<file path="src/rtl/cvp14_pkg.sv">
// Shared CVP14 definitions: operation and sequencer state encodings, vector
// geometry constants and bus widths.
package cvp14_pkg;

   localparam int LANES  = 16;
   localparam int WORD   = 16;
   localparam int VEC_W  = LANES * WORD;
   localparam int ADDR_W = 16;
   localparam int BEAT_W = $clog2(LANES);

   localparam logic [BEAT_W-1:0] LAST_BEAT = BEAT_W'(LANES - 1);

   typedef enum logic [1:0] {
      OP_VLD  = 2'b00,
      OP_VST  = 2'b01,
      OP_SST  = 2'b10,
      OP_RSVD = 2'b11
   } op_e;

   typedef enum logic [2:0] {
      ST_IDLE   = 3'd0,
      ST_LOAD   = 3'd1,
      ST_DRAIN  = 3'd2,
      ST_STORE  = 3'd3,
      ST_SSTORE = 3'd4,
      ST_DONE   = 3'd5
   } state_e;

   // Extract lane idx (bits [16k+15:16k]) from a packed vector.
   function automatic logic [WORD-1:0] lane_word(input logic [VEC_W-1:0] vec,
                                                 input logic [BEAT_W-1:0] idx);
      return vec[int'(idx)*WORD +: WORD];
   endfunction

endpackage

</file>
<file path="src/rtl/vec_lane_buf.sv">
// LANES x WORD vector register written one lane per cycle by index.
// Holds its contents until a lane is rewritten or Reset is asserted.
module vec_lane_buf
   import cvp14_pkg::*;
(
   input  logic              Clk1,
   input  logic              Reset,
   input  logic              wr_en,
   input  logic [BEAT_W-1:0] wr_idx,
   input  logic [WORD-1:0]   wr_data,
   output logic [VEC_W-1:0]  data
);

   logic [WORD-1:0] lane_q [LANES];

   // Lane storage: cleared on reset, otherwise one indexed lane per write.
   always_ff @(posedge Clk1 or negedge Reset) begin
      if (!Reset) begin
         for (int i = 0; i < LANES; i++) begin
            lane_q[i] <= '0;
         end
      end else if (wr_en) begin
         lane_q[wr_idx] <= wr_data;
      end
   end

   // Pack lanes into the flat vector, lane k at bits [16k+15:16k].
   always_comb begin
      data = '0;
      for (int i = 0; i < LANES; i++) begin
         data[i*WORD +: WORD] = lane_q[i];
      end
   end

endmodule

</file>
<file path="src/rtl/vector_mem_unit.sv">
// Memory sequencer between CVP14 decode and the 16-bit memory bus.
// Splits VLD/VST into 16 single-word beats, issues SST as one beat, and
// assembles VLD read data into a 256-bit vector.
//
// Request handshake: an operation is accepted on a rising Clk1 edge where
// start_valid && start_ready. start_ready is high only in IDLE; the requester
// holds start_valid (and op/base_addr/wdata) until that edge. Requests while
// busy are ignored, not queued. op/base_addr/wdata are captured at acceptance.
module vector_mem_unit
   import cvp14_pkg::*;
(
   input  logic              Clk1,
   input  logic              Reset,
   input  logic              start_valid,
   output logic              start_ready,
   input  logic [1:0]        op,
   input  logic [ADDR_W-1:0] base_addr,
   input  logic [VEC_W-1:0]  wdata,
   output logic [ADDR_W-1:0] Addr,
   output logic              RD,
   output logic              WR,
   output logic [WORD-1:0]   dataOut,
   input  logic [WORD-1:0]   DataIn,
   output logic [VEC_W-1:0]  rdata,
   output logic              done,
   output logic [2:0]        state_dbg
);

   state_e              state_q;
   state_e              state_d;
   logic [BEAT_W-1:0]   beat_q;
   logic [ADDR_W-1:0]   base_q;
   logic [VEC_W-1:0]    wdata_q;
   logic                accept;
   logic                last_beat;
   logic                cap_en;
   logic [BEAT_W-1:0]   cap_idx;
   logic [ADDR_W-1:0]   beat_addr;

   assign accept    = start_valid & start_ready;
   assign last_beat = (beat_q == LAST_BEAT);
   assign beat_addr = base_q + {{(ADDR_W-BEAT_W){1'b0}}, beat_q};
   assign state_dbg = state_q;

   // Sequencer state register.
   always_ff @(posedge Clk1 or negedge Reset) begin
      if (!Reset) begin
         state_q <= ST_IDLE;
      end else begin
         state_q <= state_d;
      end
   end

   // Next-state decode; the op chooses the path only at acceptance.
   always_comb begin
      state_d = state_q;
      case (state_q)
         ST_IDLE: begin
            if (accept) begin
               case (op_e'(op))
                  OP_VLD:  state_d = ST_LOAD;
                  OP_VST:  state_d = ST_STORE;
                  OP_SST:  state_d = ST_SSTORE;
                  default: state_d = ST_DONE;
               endcase
            end
         end
         ST_LOAD:   if (last_beat) state_d = ST_DRAIN;
         ST_DRAIN:  state_d = ST_DONE;
         ST_STORE:  if (last_beat) state_d = ST_DONE;
         ST_SSTORE: state_d = ST_DONE;
         ST_DONE:   state_d = ST_IDLE;
         default:   state_d = ST_IDLE;
      endcase
   end

   // Beat counter: advances each LOAD/STORE beat, wraps to 0 after the last
   // beat (so it reads 0 in DRAIN), and is held at 0 everywhere else.
   always_ff @(posedge Clk1 or negedge Reset) begin
      if (!Reset) begin
         beat_q <= '0;
      end else if (state_q == ST_LOAD || state_q == ST_STORE) begin
         beat_q <= beat_q + BEAT_W'(1);
      end else begin
         beat_q <= '0;
      end
   end

   // Operand capture at acceptance so later input changes cannot disturb
   // the transfer in flight.
   always_ff @(posedge Clk1 or negedge Reset) begin
      if (!Reset) begin
         base_q  <= '0;
         wdata_q <= '0;
      end else if (accept) begin
         base_q  <= base_addr;
         wdata_q <= wdata;
      end
   end

   // Output decode from state and beat counter only; bus lines idle at zero.
   // Read data for beat k arrives one cycle later, when the counter already
   // reads k+1 (or 0 in DRAIN), hence the capture index of beat_q-1.
   always_comb begin
      start_ready = 1'b0;
      RD          = 1'b0;
      WR          = 1'b0;
      Addr        = '0;
      dataOut     = '0;
      done        = 1'b0;
      cap_en      = 1'b0;
      cap_idx     = beat_q - BEAT_W'(1);
      case (state_q)
         ST_IDLE: start_ready = 1'b1;
         ST_LOAD: begin
            RD     = 1'b1;
            Addr   = beat_addr;
            cap_en = (beat_q != '0);
         end
         ST_DRAIN: cap_en = 1'b1;
         ST_STORE: begin
            WR      = 1'b1;
            Addr    = beat_addr;
            dataOut = lane_word(wdata_q, beat_q);
         end
         ST_SSTORE: begin
            WR      = 1'b1;
            Addr    = base_q;
            dataOut = wdata_q[WORD-1:0];
         end
         ST_DONE: done = 1'b1;
         default: ;
      endcase
   end

   vec_lane_buf u_rbuf (
      .Clk1    (Clk1),
      .Reset   (Reset),
      .wr_en   (cap_en),
      .wr_idx  (cap_idx),
      .wr_data (DataIn),
      .data    (rdata)
   );

endmodule

</file>
<file path="config.mk">
export PLATFORM = sky130hd
export DESIGN_NAME = vector_mem_unit
export DESIGN_NICKNAME = d
export VERILOG_FILES = /design/src/rtl/cvp14_pkg.sv /design/src/rtl/vec_lane_buf.sv /design/src/rtl/vector_mem_unit.sv
export SDC_FILE = /design/constraint.sdc
export NUM_CORES = 1
export LEC_CHECK = 0
export BUFFER_PORTS_ARGS = -buffer_cell sky130_fd_sc_hd__buf_2
export CORE_AREA = 3 3 230 232
export CTS_CLUSTER_DIAMETER = 120
export CTS_CLUSTER_SIZE = 24
export DETAILED_ROUTE_END_ITERATION = 8
export DIE_AREA = 0 0 233 235
export PLACE_DENSITY_LB_ADDON = 0.3
export RECOVER_POWER = 50
export SETUP_SLACK_MARGIN = 0.4
export SYNTH_ARGS = -nofsm -noshare
export SYNTH_HDL_FRONTEND = slang
export SYNTH_HIERARCHICAL = 1
export SYNTH_SLANG_ARGS = --single-unit
export TNS_END_PERCENT = 5
</file>
<file path="constraint.sdc">
create_clock -name Clk1 -period 3.3 [get_ports Clk1]
set_input_delay 0.66 -clock Clk1 [delete_from_list [all_inputs] [get_ports Clk1]]
set_output_delay 0.66 -clock Clk1 [all_outputs]
set_load 0.1 [all_outputs]
</file>
==> results of run 1 <==
-- through the flow --
step                util (%)  setup TNS, ns
floorplan                  -              0
global placement        53.2              0
detailed placement      53.2              0
CTS                     55.4          -3.04
global route            56.0          -4.25
finish                  56.1          -2.04
-- sequential cells by signal (all words and copies together) (netlist names) --
register and count:
beat_q 4, state_dbg 3, wdata_q 256, base_q 16, u_rbuf/data 256
-- routing by layer --
layer / vias up / track usage [%]
met5: - / 0
met4: 26 / 8.45
met2: 527 / 41.6
met1: 7833 / 28.7
met3: 126 / 6.39
li1: 6491 / -
-- area by class of cell --
class / instances / area [sq um]
inverters: 5 / 22.5
clock inverters: 1 / 20.0
multi-input cells: 819 / 9480
clock buffers: 28 / 679
fillers: 4099 / 22500
diodes: 20 / 50.0
flip-flops and latches: 535 / 13400
repair buffers: 648 / 4190
well taps: 680 / 851
-- worst paths after layout --
path / cells past startpoint / endpoint / slack [ns] / start
worst max-delay path: 7 / Addr[8] / -0.16 / beat_q[0]$_DFF_PN0_
worst min-delay path: 2 / wdata_q[212]$_DFFE_PN0P_ / 0.29 / wdata[212]
worst max register to register: 11 / u_rbuf/data[56]$_DFFE_PN0P_ / 0.24 / beat_q[0]$_DFF_PN0_
worst min register to register: 1 / wdata_q[151]$_DFFE_PN0P_ / 0.49 / wdata_q[151]$_DFFE_PN0P_
max in group asynchronous: 2 / wdata_q[114]$_DFFE_PN0P_ / 0.52 / Reset
min in group asynchronous: 1 / u_rbuf/data[66]$_DFFE_PN0P_ / 0.56 / Reset
-- repair_timing --
| item | 4_1_cts | 5_1_grt |
|---|---|---|
| cloned | 2 | 2 |
| endpoints found under the setup margin | 132 | 242 |
| pin swaps | 15 | 18 |
| setup buffers | 6 | 4 |
| gates resized for setup | 69 | 75 |
-- cells by family after synthesis --
family                     count (synthesis)
xor gates and xnor gates                   5
DFF                                      535
buffers and inverters                    109
AOI/OAI and AO/OA                         78
adders and majority gates                  7
and+or+nand+nor                          136
muxes                                    593
-- placed cells by master (no fill, tap or decap), types with 3 or more instances in the layout --
cell type and n:
a21oi_1 4, nor2_1 14, nand2_1 64, nor2_2 7, inv_1 4, buf_12 43
nand3b_4 3, mux4_2 64, nor2_4 4, mux2_4 52, ha_4 4, nand3_1 6
a221o_1 5, buf_2 553, a22o_4 8, nor4_1 3, mux2_1 11, a211o_2 3
dfrtp_4 3, a21o_1 4, buf_4 21, diode_2 20, clkbuf_1 3, nand2b_1 4
a221o_2 11, clkbuf_16 29, buf_16 5, clkbuf_2 7, mux2_2 466, dfrtp_2 5
o21ai_1 3, a22o_1 8, nor3_4 3, dfrtp_1 527, buf_6 9, buf_8 4
nand4_1 3
-- worst reg2reg max path, stage by stage, from the launching register on --
cell and delay, ns:
dfrtp_4 0.46, buf_4 0.15, buf_16 0.16, clkinvlp_4 0.18, ha_4 0.22, a211o_1 0.27
a21oi_2 0.16, buf_6 0.15, nor3b_4 0.40, and2b_1 0.24, buf_12 0.17, mux2_2 0.38
==> results.toml, run 1 <==
[worst_setup_path]
critPathMaxStageDelay_ns = 0.52
worst-path-buf-inv = 1
crit_type = "reg -> out"
end_kind = "output pin"
arrival_ns = 2.80
critPathLaunchType = "flip-flop"
cp_slowest_cell = "dfrtp_4"
worst_ep_required_time_ns = 2.64
crit_path_max_fanout = 5
path_delay_family = "compound AO/OA/AOI/OAI gates"
critPathMostFrequentCell = "a21o_1"
crit_chain = "ha_2 -> fa_2 -> a21o_1 -> a21o_1 -> and4b_1 -> a211o_2 -> buf_8"

[detailed_routing]
highest_layer = "met5"
wl_met1_um = 25200
drtPass1Iterations = 5
drt-initial-drc-count = 818
viasPerCell = 5.48
routed_wl_um = 67300
wl_per_cell_um = 24.6
wl_met3_um = 4940
wl_met2_um = 34700
vias = 15003
drc_errors = 0
antenna_left = 0

[clock_tree]
h-tree-depth = 1
clk_latency_ns = 0.59
root_buffer = "clkbuf_16"
cts_buffer_depth = 3
cts_made_buffers = 26
cts_hold_buf = 0
cts.clk_slew.worst_paths_ns = 0.11
cts_tree = "yes"
cts.sinks = 535

[synth]
syn-cell-area_sq_um = 23000
synthArstFlopShare_pct = 100
ys_top_cells_by_area = "dfrtp_1 (58%), mux2_2 (24%), mux4_2 (6.3%)"
synthSimpleGateAreaFrac_pct = 3.11
synth_flop_cell = "dfrtp_1"
synth-edff-count = 0
ys_warn_count = 6
synth_compound_area_share_pct = 2.73
synth-xor-area-share_pct = 0.191
synth_area_leader_cell = "dfrtp_1"
yosysUniqueCellTypes = 66
yosysSeqAreaShare_pct = 58.3
yosysTopAreaCellShare_pct = 58.3
synth_fa_ha_area_share_pct = 0.414
synth_top_family_by_area = "multiplexers"
netlist_instances = 1463
muxShareOfSynthArea_pct = 32.5
syn_nets = 1763
ys_top_cells_by_count = "dfrtp_1 (535), mux2_2 (498), nand2_1 (65), mux4_2 (64), buf_2 (39)"
syn_area_per_cell_sq_um = 15.7
yosys_register_bits = 535
synth.most_common_cell = "dfrtp_1"

[timing]
fin_crit_sh_pct = 105
drv_slew = 70
setup_viol = 22
rsz0062_at_grt = "yes"
worst_slack_ns = -0.163
slew_headroom_pct = -26.7
fin_crit_ns = 3.46
fmax_mhz = 289
hold_viol = 0
worst_hold_slack_ns = 0.289
skew_ns = 0.0224
worst_slew_pin_slew_ns = 1.90

[die]
ios = 588
start_util_pct = 44.9
rows = 83
die_w_um = 233
placeableCoreArea_sq_um = 51200
dieArea_sq_um = 54800
die_h_um = 235

[global_route]
grt_max_degree = 90
grt_pass1_vias = 15786
antenna_found_initial = 34
grt_usage_pct = 24.0
gr-total-overflow = 0
grt_pass1_wl_um = 101000

[placed_design]
dp_hpwl_um = 49600
placed_area_sq_um = 27300
dp.cells = 2673
gp_congestion = 0.859
numPortBuffers = 587
place_ws_ns = 0.167

[job]
drv_cap = 1

[cells_and_area]
fin_area_sq_um = 28700
nNetsFinal = 2335
syn_to_final_growth_pct = 24.9
final_cells = 2736
layout-drive-gt1-share_pct = 65.9

[outcome]
status = "finished, violations left"
violations = "capacitance limit, slew limit, setup timing"

[worst_hold_path]
hp-class = "in -> reg"
Power of run 1 is left out: the tool's default activity adds up to more than one toggle a clock period on the data nets, which glitch-free logic cannot reach.
==> inputs of run 2 (changes only) <==
--- a/config.mk
+++ b/config.mk
@@ -13,6 +13,7 @@
 export DIE_AREA = 0 0 233 235
 export PLACE_DENSITY_LB_ADDON = 0.3
 export RECOVER_POWER = 50
+export REMOVE_ABC_BUFFERS = 1
 export SETUP_SLACK_MARGIN = 0.4
 export SYNTH_ARGS = -nofsm -noshare
 export SYNTH_HDL_FRONTEND = slang
==> results.toml, run 2 (same netlist as run 1, synthesis figures left out) <==
[worst_setup_path]
end_kind = "output pin"
crit_chain = "ha_4 -> fa_2 -> a21o_1 -> a21o_1 -> and4b_1 -> a211o_1 -> buf_12"
crit_type = "reg -> out"
critPathLaunchType = "flip-flop"
rrSetupSlack_ns = 0.43
critPathMaxStageDelay_ns = 0.54
crit_path_max_fanout = 6
worst-path-buf-inv = 1
cp_slowest_cell = "dfrtp_4"
critPathMostFrequentCell = "a21o_1"
arrival_ns = 2.77
worst_ep_required_time_ns = 2.64
path_delay_family = "compound AO/OA/AOI/OAI gates"

[placed_design]
dp_hpwl_um = 48000
gp_congestion = 0.887
place_ws_ns = 0.194
numPortBuffers = 587

[detailed_routing]
wl_met1_um = 25400
wl_per_cell_um = 24.4
drtPass1Iterations = 5
antenna_left = 0
drc_errors = 0
routed_wl_um = 66900
vias = 14996
highest_layer = "met5"
wl_met2_um = 34000
viasPerCell = 5.46
wl_met3_um = 5450
drt-initial-drc-count = 810

[timing]
worst_slack_ns = -0.126
drv_slew = 67
fin_crit_ns = 3.43
skew_ns = 0.0183
slew_headroom_pct = -11.7
worst_slew_pin_slew_ns = 1.68
fmax_mhz = 292
rsz0062_at_grt = "yes"
hold_viol = 0
worst_hold_slack_ns = 0.285
fin_crit_sh_pct = 104
setup_viol = 19

[global_route]
antenna_found_initial = 34
gr-total-overflow = 0
grt_usage_pct = 23.9
grt_max_degree = 75
grt_pass1_wl_um = 100000
grt_pass1_vias = 16065

[job]
drv_cap = 1

[cells_and_area]
final_common_cell = "dfrtp_1"
multi_input_area_sq_um = 9120
fill_cells = 4270
layout_common_cells = "dfrtp_1 (530), mux2_2 (498), buf_2 (426)"
nNetsFinal = 2346
layout-drive-gt1-share_pct = 57.7
seq_area_sq_um = 13400
syn_to_final_growth_pct = 22.2

[die]
placeableCoreArea_sq_um = 51200
die_w_um = 233
die_h_um = 235
ios = 588
start_util_pct = 44.9
rows = 83
dieArea_sq_um = 54800

[clock_tree]
cts_made_buffers = 26
h-tree-depth = 1
cts_buffer_depth = 3
clk_latency_ns = 0.58
root_buffer = "clkbuf_16"
cts_tree = "yes"
cts.clk_slew.worst_paths_ns = 0.10
cts.sinks = 535

[worst_hold_path]
hp-class = "in -> reg"

[outcome]
violations = "capacitance limit, slew limit, setup timing"
status = "finished, violations left"
-- run 2: metal layers --
metal	vias to the layer above	global-route usage, %
met5	-	0
met4	32	6.98
met2	538	41.6
met3	128	6.40
met1	7798	29.0
li1	6500	-
-- run 2: layout make-up --
| cell class | instances | area share [%] |
|---|---|---|
| Sequential cell | 535 | 47.7 |
| Tap cell | 680 | 3.03 |
| Timing Repair Buffer | 659 | 14.1 |
| Antenna cell | 17 | 0.151 |
| Multi-Input combinational cell | 819 | 32.5 |
| Clock inverter | 2 | 0.0891 |
| Inverter | 5 | 0.0668 |
| Clock buffer | 29 | 2.43 |
-- run 2: repair_timing --
item | in CTS | in global routing
pin swaps | 29 | 20
setup buffers | 5 | 2
endpoints found under the hold margin | 0 | 0
gates cloned | 4 | 2
resized for setup | 41 | 7
setup endpoints to repair | 44 | 81
hold buffers | 0 | 0
-- run 2: worst paths after layout --
check                                          from                     endpoint  cells after the start
min in group asynchronous                     Reset   u_rbuf/data[3]$_DFFE_PN0P_                      1
max reg2reg                     beat_q[0]$_DFF_PN0_  u_rbuf/data[75]$_DFFE_PN0P_                      9
max                             beat_q[0]$_DFF_PN0_                      Addr[8]                      7
min                                      wdata[225]     wdata_q[225]$_DFFE_PN0P_                      2
min reg2reg                wdata_q[165]$_DFFE_PN0P_     wdata_q[165]$_DFFE_PN0P_                      1
max in group asynchronous                     Reset     wdata_q[166]$_DFFE_PN0P_                      3
-- run 2: per-stage QoR --
| stage | util [%] | cells | cell area [sq um] | setup TNS [ns] |
|---|---|---|---|---|
| detailed placement | 53.1 | 2685 | 27200 | 0 |
| finish | 54.9 | 2746 | 28100 | -1.06 |
| global placement | 53.1 | 2685 | 27200 | 0 |
| global route | 54.8 | 2739 | 28100 | -4.90 |
| floorplan | - | 1359 | 22400 | -2521.03 |
| CTS | 55.2 | 2725 | 28200 | -2.30 |
Power of run 2 is left out for the same reason.
==> inputs of run 3 (changes only) <==
--- a/config.mk
+++ b/config.mk
@@ -14,7 +14,6 @@
 export PLACE_DENSITY_LB_ADDON = 0.3
 export RECOVER_POWER = 50
 export REMOVE_ABC_BUFFERS = 1
-export SETUP_SLACK_MARGIN = 0.4
 export SYNTH_ARGS = -nofsm -noshare
 export SYNTH_HDL_FRONTEND = slang
 export SYNTH_HIERARCHICAL = 1
==> results.toml, run 3 (same netlist as run 1, synthesis figures left out) <==
[die]
die_h_um = 235
start_util_pct = 44.9
rows = 83
placeableCoreArea_sq_um = 51200
ios = 588
die_w_um = 233
dieArea_sq_um = 54800

[clock_tree]
h-tree-depth = 1
cts.clk_slew.worst_paths_ns = 0.10
cts_tree = "yes"
cts.sinks = 535
cts_made_buffers = 26
root_buffer = "clkbuf_16"
clk_latency_ns = 0.58
cts_buffer_depth = 3
cts_hold_buf = 0

[worst_setup_path]
crit_type = "reg -> out"
rrSetupSlack_ns = 0.30
critPathLaunchType = "flip-flop"
worst_ep_required_time_ns = 2.64
reg2reg_depth = 7
end_kind = "output pin"
worst_r2r_startpoint = "beat_q[0]$_DFF_PN0_"
reg2reg_to = "u_rbuf/data[75]$_DFFE_PN0P_"
arrival_ns = 2.77
crit_path_max_fanout = 6

[cells_and_area]
layout_common_cells = "dfrtp_1 (531), mux2_2 (498), buf_2 (433)"
syn_to_final_growth_pct = 21.6
layout-drive-gt1-share_pct = 57.4
final_common_cell = "dfrtp_1"
nNetsFinal = 2342

[timing]
setup_viol = 22
fin_crit_ns = 3.43
fmax_mhz = 291
hold_viol = 0
skew_ns = 0.0144
worst_slew_pin_slew_ns = 1.68
fin_crit_sh_pct = 104
fin_setup_tns_ns = -1.16
worst_slack_ns = -0.132
drv_slew = 67
slew_headroom_pct = -12.0
rsz0062_at_grt = "yes"

[job]
drv_cap = 1

[global_route]
antenna_found_initial = 36
grt_pass1_vias = 16022
grt_max_degree = 75
use_met3_pct = 6.40
grt_most_used_layer = "met2"
grt_usage_pct = 23.8
grtUsageMet1_pct = 29.0
gr-total-overflow = 0
grt_pass1_wl_um = 99900
grt_util_met2_pct = 41.4

[detailed_routing]
antenna_left = 0
wl_per_cell_um = 24.3
drc_errors = 0
drt-initial-drc-count = 820
viasPerCell = 5.45
routed_wl_um = 66700
drtPass1Iterations = 5
vias = 14956

[worst_hold_path]
min_delay_path_depth = 2
hp-start = "wdata[150]"
hp-class = "in -> reg"
whs_endpoint = "wdata_q[150]$_DFFE_PN0P_"

[placed_design]
numPortBuffers = 587
gp_congestion = 0.887
dp_hpwl_um = 48000
place_ws_ns = 0.194

[outcome]
violations = "capacitance limit, slew limit, setup timing"
status = "finished, violations left"
## run 3: timing repair
action	4_1_cts	5_1_grt
buffers inserted	5	0
pin swaps	23	3
setup endpoints to repair	30	31
cloned	4	0
resized for setup	20	4
## run 3: how the worst max path moves through the flow
| stage | end | start | slack (ns) | depth (start not counted) |
|---|---|---|---|---|
| 3_5_place_dp | Addr[6] | beat_q[0]$_DFF_PN0_ | 0.19 | 7 |
| 2_1_floorplan | base_q[0]$_DFFE_PN0P_ | state_dbg[1]$_DFFE_PN0P_ | -7.14 | 3 |
| 5_1_grt | Addr[8] | beat_q[0]$_DFF_PN0_ | -0.23 | 7 |
| 3_3_place_gp | Addr[6] | beat_q[0]$_DFF_PN0_ | 0.23 | 7 |
| 4_1_cts | Addr[8] | beat_q[0]$_DFF_PN0_ | -0.16 | 7 |
| 6_report | Addr[8] | beat_q[0]$_DFF_PN0_ | -0.13 | 7 |
## run 3: layer usage
metal  wire length (um)  up-vias
met2              33700      508
li1                   -     6490
met3               5090      131
met5                204        -
met4               1960       34
met1              25800     7793
## run 3: final cells by class
cell class	instances	area [sq um]
timing repair buffer	655	3860
inverter	5	18.8
multi-input combinational	819	9070
clock inverter	2	25.0
fill	4287	23300
tap	680	851
clock buffer	29	683
antenna	19	47.5
sequential	535	13400
## run 3: per-stage QoR
step	utilization [%]	cell area [sq um]	hold WS (ns)	instances
floorplan	-	22400	0.364	1359
global placement	53.1	27200	0.466	2685
detailed placement	53.1	27200	0.474	2685
CTS	55.0	28200	0.0208	2725
global route	54.5	27900	0.255	2736
finish	54.6	27900	0.287	2744
## run 3: worst max-delay path, stage by stage (launching register included)
cell and delay (ns):
dfrtp_4 0.54, ha_4 0.19, fa_2 0.36, a21o_1 0.21, a21o_1 0.23, and4b_1 0.21
a211o_1 0.27, buf_12 0.18
Power of run 3 is left out for the same reason.
